File: src/rtl/nes_controller_responder_pkg.sv
// Shared NES controller definitions: button indices and the serial shift order,
// so host and responder agree on which pad button travels in which bit slot.
package nes_controller_responder_pkg;

    typedef enum logic [2:0] {
        NES_BUTTON_RIGHT  = 3'd0,
        NES_BUTTON_LEFT   = 3'd1,
        NES_BUTTON_DOWN   = 3'd2,
        NES_BUTTON_UP     = 3'd3,
        NES_BUTTON_START  = 3'd4,
        NES_BUTTON_SELECT = 3'd5,
        NES_BUTTON_B      = 3'd6,
        NES_BUTTON_A      = 3'd7
    } nes_button_e;

    localparam int NES_FRAME_BITS = 8;

    // Element i is the button that appears on the data line after i clock rises.
    localparam nes_button_e NES_SERIAL_ORDER [NES_FRAME_BITS] = '{
        NES_BUTTON_A, NES_BUTTON_B, NES_BUTTON_SELECT, NES_BUTTON_START,
        NES_BUTTON_UP, NES_BUTTON_DOWN, NES_BUTTON_LEFT, NES_BUTTON_RIGHT
    };

    function automatic logic [7:0] nes_serial_image(input logic [7:0] buttons);
        logic [7:0] img;
        img = 8'hFF;
        for (int i = 0; i < NES_FRAME_BITS; i++) begin
            img[i] = ~buttons[NES_SERIAL_ORDER[i]];
        end
        return img;
    endfunction

endpackage

File: src/rtl/nes_pin_filter.sv
// Conditions one asynchronous host pin: 2-flop synchronizer, stable-count level
// filter, and registered rise/fall strobes on the filtered level.
module nes_pin_filter #(
    parameter int FILTER_CYCLES = 4
) (
    input  logic i_clk,
    input  logic i_rst,
    input  logic i_pin,
    output logic o_level,
    output logic o_rise,
    output logic o_fall
);

    localparam logic [3:0] FILTER_LAST = 4'(FILTER_CYCLES - 1);

    logic       meta_q, meta_d;
    logic       sync_q, sync_d;
    logic       level_q, level_d;
    logic [3:0] cnt_q, cnt_d;
    logic       rise_q, rise_d;
    logic       fall_q, fall_d;

    // Filter state registers
    always_ff @(posedge i_clk) begin
        if (i_rst) begin
            meta_q  <= 1'b0;
            sync_q  <= 1'b0;
            level_q <= 1'b0;
            cnt_q   <= 4'd0;
            rise_q  <= 1'b0;
            fall_q  <= 1'b0;
        end else begin
            meta_q  <= meta_d;
            sync_q  <= sync_d;
            level_q <= level_d;
            cnt_q   <= cnt_d;
            rise_q  <= rise_d;
            fall_q  <= fall_d;
        end
    end

    // Level flips only once the synchronized pin has disagreed for FILTER_CYCLES samples
    always_comb begin
        meta_d  = i_pin;
        sync_d  = meta_q;
        level_d = level_q;
        cnt_d   = 4'd0;
        if (sync_q != level_q) begin
            if (cnt_q == FILTER_LAST) begin
                level_d = sync_q;
                cnt_d   = 4'd0;
            end else begin
                level_d = level_q;
                cnt_d   = cnt_q + 4'd1;
            end
        end else begin
            level_d = level_q;
            cnt_d   = 4'd0;
        end
        rise_d = level_d & ~level_q;
        fall_d = ~level_d & level_q;
    end

    assign o_level = level_q;
    assign o_rise  = rise_q;
    assign o_fall  = fall_q;

endmodule

File: src/rtl/nes_controller_responder.sv
// Device side of the NES pad protocol: parallel-loads the button snapshot while
// the host latch is high, then shifts it out active-low on each host clock rise.
module nes_controller_responder
    import nes_controller_responder_pkg::*;
#(
    parameter int FILTER_CYCLES = 4
) (
    input  logic       i_clk,
    input  logic       i_rst,
    input  logic [7:0] i_buttons,
    input  logic       i_controller_latch,
    input  logic       i_controller_clock,
    output logic       o_controller_data,
    output logic       o_latched,
    output logic       o_frame_done,
    output logic [3:0] o_bit_count
);

    localparam logic [1:0] ST_IDLE  = 2'd0;
    localparam logic [1:0] ST_LOAD  = 2'd1;
    localparam logic [1:0] ST_SHIFT = 2'd2;
    localparam logic [1:0] ST_DONE  = 2'd3;

    logic       latch_level, latch_rise, latch_fall;
    logic       clk_level, clk_rise, clk_fall;
    logic       unused_s;

    logic [1:0] state_q, state_d;
    logic [7:0] sr_q, sr_d;
    logic [3:0] count_q, count_d;
    logic       latched_q, latched_d;
    logic       done_q, done_d;

    nes_pin_filter #(.FILTER_CYCLES(FILTER_CYCLES)) u_latch_filter (
        .i_clk   (i_clk),
        .i_rst   (i_rst),
        .i_pin   (i_controller_latch),
        .o_level (latch_level),
        .o_rise  (latch_rise),
        .o_fall  (latch_fall)
    );

    nes_pin_filter #(.FILTER_CYCLES(FILTER_CYCLES)) u_clock_filter (
        .i_clk   (i_clk),
        .i_rst   (i_rst),
        .i_pin   (i_controller_clock),
        .o_level (clk_level),
        .o_rise  (clk_rise),
        .o_fall  (clk_fall)
    );

    assign unused_s = ^{latch_level, clk_level, clk_fall};

    // State, shift register and registered strobes
    always_ff @(posedge i_clk) begin
        if (i_rst) begin
            state_q   <= ST_IDLE;
            sr_q      <= 8'hFF;
            count_q   <= 4'd0;
            latched_q <= 1'b0;
            done_q    <= 1'b0;
        end else begin
            state_q   <= state_d;
            sr_q      <= sr_d;
            count_q   <= count_d;
            latched_q <= latched_d;
            done_q    <= done_d;
        end
    end

    // Next state: a latch rise always wins, so a mid-frame latch aborts the frame
    always_comb begin
        state_d = state_q;
        if (latch_rise) begin
            state_d = ST_LOAD;
        end else begin
            case (state_q)
                ST_LOAD: begin
                    if (latch_fall) state_d = ST_SHIFT;
                    else            state_d = ST_LOAD;
                end
                ST_SHIFT: begin
                    if (clk_rise && (count_q == 4'd7)) state_d = ST_DONE;
                    else                               state_d = ST_SHIFT;
                end
                default: state_d = state_q;
            endcase
        end
    end

    // Datapath and strobes; the load is skipped on the fall cycle so the frame keeps
    // the snapshot taken while the latch was still high
    always_comb begin
        sr_d      = sr_q;
        count_d   = count_q;
        latched_d = 1'b0;
        done_d    = 1'b0;
        if (latch_rise) begin
            sr_d    = nes_serial_image(i_buttons);
            count_d = 4'd0;
        end else begin
            case (state_q)
                ST_LOAD: begin
                    if (latch_fall) begin
                        latched_d = 1'b1;
                        count_d   = 4'd0;
                    end else begin
                        sr_d    = nes_serial_image(i_buttons);
                        count_d = 4'd0;
                    end
                end
                ST_SHIFT: begin
                    if (clk_rise) begin
                        sr_d    = {1'b1, sr_q[7:1]};
                        count_d = count_q + 4'd1;
                        if (count_q == 4'd7) done_d = 1'b1;
                        else                 done_d = 1'b0;
                    end else begin
                        sr_d    = sr_q;
                        count_d = count_q;
                    end
                end
                default: begin
                    sr_d    = sr_q;
                    count_d = count_q;
                end
            endcase
        end
    end

    assign o_controller_data = sr_q[0];
    assign o_latched         = latched_q;
    assign o_frame_done      = done_q;
    assign o_bit_count       = count_q;

endmodule
File: config.mk
export PLATFORM = sky130hd
export DESIGN_NAME = nes_controller_responder
export DESIGN_NICKNAME = d
export VERILOG_FILES = /design/src/rtl/nes_controller_responder_pkg.sv /design/src/rtl/nes_pin_filter.sv /design/src/rtl/nes_controller_responder.sv
export SDC_FILE = /design/constraint.sdc
export NUM_CORES = 1
export LEC_CHECK = 0
export ABC_AREA = 1
export CAP_MARGIN = 5
export CORE_UTILIZATION = 50
export DETAILED_ROUTE_END_ITERATION = 8
export GPL_TIMING_DRIVEN = 0
export PLACE_DENSITY = 0.81
export SYNTH_ARGS = -nofsm -noshare
export SYNTH_HDL_FRONTEND = slang
export SYNTH_SLANG_ARGS = --single-unit
File: constraint.sdc
create_clock -name i_clk -period 1.6 [get_ports i_clk]
set_input_delay 0.48 -clock i_clk [delete_from_list [all_inputs] [get_ports i_clk]]
set_output_delay 0.48 -clock i_clk [all_outputs]
set_load 0.005 [all_outputs]
# ---- Word-level counts from Yosys, hierarchy flattened
# Index checks and enable logic that the tools add are counted.
dict set report word_totals {
  regBits 33
  latch_bits 0
  mem_bits_rw 0
  romBits 0
  input_bits 12
  output_inout_bits 7
  word_cells 75
  n_memories 0
}
dict set report op_classes {
  add_sub_neg 3
  mul 0
  div_mod_pow 0
  order_cmp 0
  eq_ne 10
  shifts 0
  n_mux 16
  bitwise_logic 19
  reduce_logical 10
}
# op count
set ops {}
lappend ops {{8-bit 2-to-1 mux} 3}
lappend ops {{1-bit NOT} 16}
lappend ops {{8-bit case mux with 2 select lines} 1}
lappend ops {{4-bit by 1-bit adder with 4-bit output (second input constant)} 3}
lappend ops {{3-bit OR reduction} 3}
lappend ops {{4-bit by 2-bit == test with 1-bit output (second input constant)} 2}
lappend ops {{1-bit 2-to-1 mux} 8}
lappend ops {{4-bit case mux with 2 select lines} 1}
lappend ops {{4-bit by 3-bit == test with 1-bit output (second input constant)} 1}
lappend ops {{4-bit 2-to-1 mux} 1}
lappend ops {{2-bit case mux with 2 select lines} 1}
lappend ops {{4-bit OR reduction} 1}
lappend ops {{1-bit bitwise AND} 3}
lappend ops {{3-bit by 1-bit inequality test with 1-bit output (second input constant)} 1}
lappend ops {{3-bit by 2-bit inequality test with 1-bit output (second input constant)} 1}
lappend ops {{3-bit AND reduction} 1}
lappend ops {{3-bit nonzero test} 1}
lappend ops {{2-bit by 1-bit == test with 1-bit output (second input constant)} 1}
lappend ops {{2-bit == test (second input constant)} 1}
lappend ops {{2-bit 2-to-1 mux} 1}
lappend ops {{1-bit inequality test} 2}
lappend ops {{2-bit by 1-bit inequality test with 1-bit output (second input constant)} 1}
lappend ops {{2-bit AND reduction} 1}
lappend ops {{2-bit nonzero test} 1}
lappend ops {{other kinds (2)} 2}

# ---- Logic depth before layout (Yosys ltp)
dict set report logic_depth {
  depth_word 5
  depth_mapped 9
  ltp_nobuf 8
}

# ---- By module
# A second synthesis with hierarchy kept.
dict set report hier_totals {
  hier_cells 201
  area_unflattened_um2 1487.7
}
# mod n_inst cells_per_inst area_per_inst_um2 seq_area_each_um2
set modules_own_cells {}
lappend modules_own_cells {nes_controller_responder 1 121 812.0 320.3}
lappend modules_own_cells {nes_pin_filter 2 40 337.8 180.2}

# ---- Worst setup path after synthesis
# No wires, ideal clock.
dict set report synth_path {
  path_type {flip-flop to flip-flop}
  from {register state_q[0]}
  to {register sr_q[0]}
  setup_ps 66
  arrival_time_ps 1196
  t_required_ps 1534
  slack_ps 338
  path_stages_with_launch 8
  path_buffers 0
  period_less_slack_ps 1262
  path_cell_list {dfxtp_1 inv_1 ha_1 inv_1 nand3_2 nand2_2 nand2_1 nand3_1}
}
dict set report synth_via {
  elab_chain_cells 3
  elab_cells_between_ends 8
  cone_classes {eq/ne (4); mux (2); reduce/logical (2)}
}
# item line
set synth_rtl {}
lappend synth_rtl {{from (decl)} nes_controller_responder.sv:28} ;# logic [1:0] state_q, state_d;
lappend synth_rtl {{from (signal assigned)} nes_controller_responder.sv:63} ;# state_q <= state_d;
lappend synth_rtl {{2-bit by 1-bit == test with 1-bit output / 2-bit == test (equally long branches)} nes_controller_responder.sv:102} ;# case (state_q)
lappend synth_rtl {{3-bit by 2-bit inequality test with 1-bit output (no line) (tied with other cells)} n/a}
lappend synth_rtl {{3-bit AND reduction (no line) / 8-bit 2-to-1 mux (equally long branches)} n/a}
lappend synth_rtl {{to (signal assigned)} nes_controller_responder.sv:64} ;# sr_q <= sr_d;
lappend synth_rtl {{to (decl)} nes_controller_responder.sv:29} ;# logic [7:0] sr_q, sr_d;
# Several ways; a longest one is shown, not always the timed one.
# A chain may end at the register's enable or synchronous reset.

# ---- Worst setup path in the final report
dict set report layout_path {
  from {register state_q[0]}
  to {register count_q[3], in the netlist o_bit_count[3]}
}
dict set report layout_via {
  elab_chain_cells 3
  elab_cells_between_ends 6
  cone_classes {eq/ne (3); mux (1); reduce/logical (2)}
}
# item line
set layout_rtl {}
lappend layout_rtl {{2-bit == test / 2-bit by 1-bit == test with 1-bit output (equally long branches)} nes_controller_responder.sv:102}
lappend layout_rtl {{2-bit by 1-bit inequality test with 1-bit output (no line) / 2-bit nonzero test (equally long branches)} n/a}
lappend layout_rtl {{2-bit AND reduction (no line)} n/a}
lappend layout_rtl {{to (signal assigned)} nes_controller_responder.sv:65} ;# count_q <= count_d;
lappend layout_rtl {{to (decl)} nes_controller_responder.sv:30} ;# logic [3:0] count_q, count_d;
# Several ways; a longest one is shown, not always the timed one.

==> out/qor.tcl <==
set qor(die_area_um2) 3190
set qor(totalWireLength_um) 2630
set qor(wl_met3_um) 75
set qor(syn_area_um2) 1490
set qor(utilization_pct) 65.3
set qor(synth_largest_type_area_fraction_pct) 44.5
set qor(arrival_ps) 1650
set qor(placed_cells) 256
set qor(cell_types_occupying_the_most_area_after_synthesis) {dfxtp_1 44%, nand2_1 11%, nand3_1 11%, inv_1 9.9%, ha_1 5.9%}
set qor(portBuffers) 18
set qor(yosys.area.top_type) {dfxtp_1}
set qor(post_dp_cell_area_um2) 1700
set qor(max_freq_mhz) 706
set qor(top_signal_layer_used) {met4}
set qor(period_share_pct) 88.6
set qor(synth_enable_flop_cells) 0
set qor(clock-sinks) 33
set qor(setup-violations-final) 0
set qor(gr-usage-all-layers_pct) 19.0
set qor(yosys_warnings) 0
set qor(cp_max_fo) 10
set qor(wl_per_cell_um) 9.84
set qor(grt_first_pass_wirelength_um) 4560
set qor(timing.final.max_slew_violations) 0
set qor(htree_levels) 2
set qor(netlist_top_cells_count) {43 x nand2_1, 39 x inv_1, 33 x dfxtp_1}
set qor(grt_overflow) 0
set qor(start_kind) {flip-flop}
set qor(grt_setup_unrepaired) {no}
set qor(critical_path_required_ps) 1830
set qor(cts.root.buffer_cell) {clkbuf_4}
set qor(cp-end-kind) {flip-flop}
set qor(initialDrtViolationCount) 28
set qor(max-slew-margin-rel_pct) 80.9
set qor(drive_above_1_share_pct) 11.0
set qor(initial_standard_cell_utilization_of_the_core_pct) 53.4
set qor(tritoncts) {done}
set qor(synth-seq-area-share_pct) 44.5
set qor(first_global_vias) 1122
set qor(hold_path.class) {reg -> reg}
set qor(synth.ff_latch_count) 33
set qor(area_growth_syn_to_layout_pct) 22.3
set qor(netlist_instances) 207
set qor(worstPathCellList) {inv_1, ha_1, buf_4, inv_1, nand2_2, nand2_1, nand3_1, nand2_1, nor2_1}
set qor(die_x_um) 56.5
set qor(place.detailed.hpwl_um) 1820
set qor(worst_stage_delay_on_the_critical_path_ps) 400
set qor(routedLengthMet1_um) 1310
set qor(detailroute.via_count) 1294
set qor(final.min_clock_period_ps) 1420
set qor(cts_max_path_buffers) 2
set qor(num_io_pins) 19
set qor(grt_max_degree) 11
set qor(cts_buffer_count) 5
set qor(mappedNetlistNets) 226
set qor(worst-slew-pin-transition_ps) 284
set qor(gp_routability_congestion) 0.788
set qor(timing_worst_setup_path_type) {reg -> reg}
set qor(fin_nets) 255
set qor(initial_antenna_violation_count) 0
set qor(total_leakage_power_nw) 0.922
set qor(drv.max_cap_violation_count) 0
set qor(routed_via_density) 4.85
set qor(antenna_left) 0
set qor(iteration_count_of_the_initial_detailed_routing_pass) 5
set qor(clock_insertion_delay_worst_skew_ps) 350
set qor(drc) 0
set qor(synthDistinctLibCells) 21
set qor(ir_worst_vdd_v) 0.000963
set qor(cpMaxStageDelayCell) {dfxtp_1}
set qor(post_synth.cell_area_avg_um2) 7.17
set qor(clk_pin_slew_ps) 100
set qor(antenna-diode-count) 0
set qor(timing.final.hold_violations) 0
set qor(row_count) 19
set qor(core_um2) 2780
set qor(most_used_standard_cell_by_instance_count_after_synthesis) {nand2_1}
set qor(route.met2.wl_um) 1150
set qor(finalClockSkew_ps) 15.9
set qor(synth_ff_type) {dfxtp_1}
set qor(final_cells) 267
set qor(synthArstFlopShare_pct) 0
set qor(die_h_um) 56.5
set qor(status) {completed}
set qor(power_density_nw_per_um2) 1240
set qor(stdcell_area_um2) 1820
==> state kept, by name, summed over array words and instances (netlist names) <==
signal and flops:
u_clock_filter.sync_q 1, u_latch_filter.meta_q 1, u_latch_filter.o_level 1, u_latch_filter.cnt_q 4
u_clock_filter.meta_q 1, u_latch_filter.sync_q 1, o_frame_done 1, u_latch_filter.o_rise 1
o_latched 1, sr_q 8, u_latch_filter.o_fall 1, u_clock_filter.cnt_q 4
u_clock_filter.o_level 1, state_q 2, o_bit_count 4, u_clock_filter.o_rise 1
==> critical path: cells and delay by family (launching register included) <==
kind	cells	cell delay, ps
simple gates	5	360
buf+inv	3	360
flops	1	400
fa+ha+maj	1	200
==> logic make-up after synthesis <==
group / count (synthesis) / share of synthesized area (%)
buf+inv: 44 / 12.0
flops: 33 / 44.5
compound gates: 15 / 5.14
xor+xnor: 2 / 1.18
fa+ha+maj: 7 / 5.90
simple gates: 106 / 31.3
==> path summary, 6_finish.rpt <==
check / from / to / slack, ps / cells after the start
max: state_q[0]$_SDFFE_PP0P_ / o_bit_count[3]$_SDFFE_PP0P_ / 180 / 9
min: u_clock_filter.meta_q$_SDFF_PP0_ / u_clock_filter.sync_q$_SDFF_PP0_ / 420 / 2
max reg2reg: state_q[0]$_SDFFE_PP0P_ / o_bit_count[3]$_SDFFE_PP0P_ / 180 / 9
min reg2reg: u_clock_filter.meta_q$_SDFF_PP0_ / u_clock_filter.sync_q$_SDFF_PP0_ / 420 / 2
==> metrics by stage <==
step | total power [mW] | TNS (ps) | setup slack [ps] | hold slack [ps]
6_report | 2.25 | 0 | 183 | 418
5_1_grt | 2.43 | 0 | 84.0 | 450
4_1_cts | 2.24 | 0 | 76.0 | 426
3_5_place_dp | 1.63 | -718 | -155 | 404
3_3_place_gp | 1.61 | -644 | -135 | 390
2_1_floorplan | 1.48 | 0 | 338 | 388
==> area by class of cell <==
type | instances | area [um^2]
buffer | 3 | 23.8
clock buffer | 5 | 37.5
clock inverter | 2 | 35.0
fill | 265 | 965
inverter | 41 | 154
multi-input combinational | 130 | 659
sequential | 33 | 667
tap | 31 | 38.8
timing repair buffer | 22 | 201
==> timing repair <==
action                                  CTS  global route
setup buffers                             4             0
endpoints found under the setup margin    7             8
hold buffers                              0             0
gates resized for setup                  12             2
==> layout by cell type, fill, tap and decap left out <==
cell	count
inv_2	1
dfxtp_1	28
buf_2	1
dfxtp_2	5
ha_1	7
bufinv_16	1
nand2_1	43
clkinv_1	1
clkbuf_4	5
xor2_1	2
buf_4	5
nand4_1	1
nand3_4	1
or2_2	2
a31oi_1	1
nand2_4	1
a21oi_1	9
nand3_1	32
inv_1	39
o21ai_0	5
buf_6	1
nor3_1	1
clkdlybuf4s50_1	11
nand2_2	2
clkinv_2	1
nor2_1	21
nor4_1	2
dlygate4sd2_1	7
==> power breakdown <==
group / total (mW) / switching [mW] / internal [mW]
clock network: 0.601 / 0.283 / 0.318
registers: 0.970 / 0.0553 / 0.914
logic: 0.679 / 0.413 / 0.266
==> routing by layer <==
metal | GRT usage (%) | vias up
li1 | - | 705
met1 | 22.7 | 562
met2 | 28.9 | 19
met3 | 4.84 | 8
met4 | 14.6 | 0
met5 | 0 | -
No activity file was read; power rests on OpenSTA's default activity.
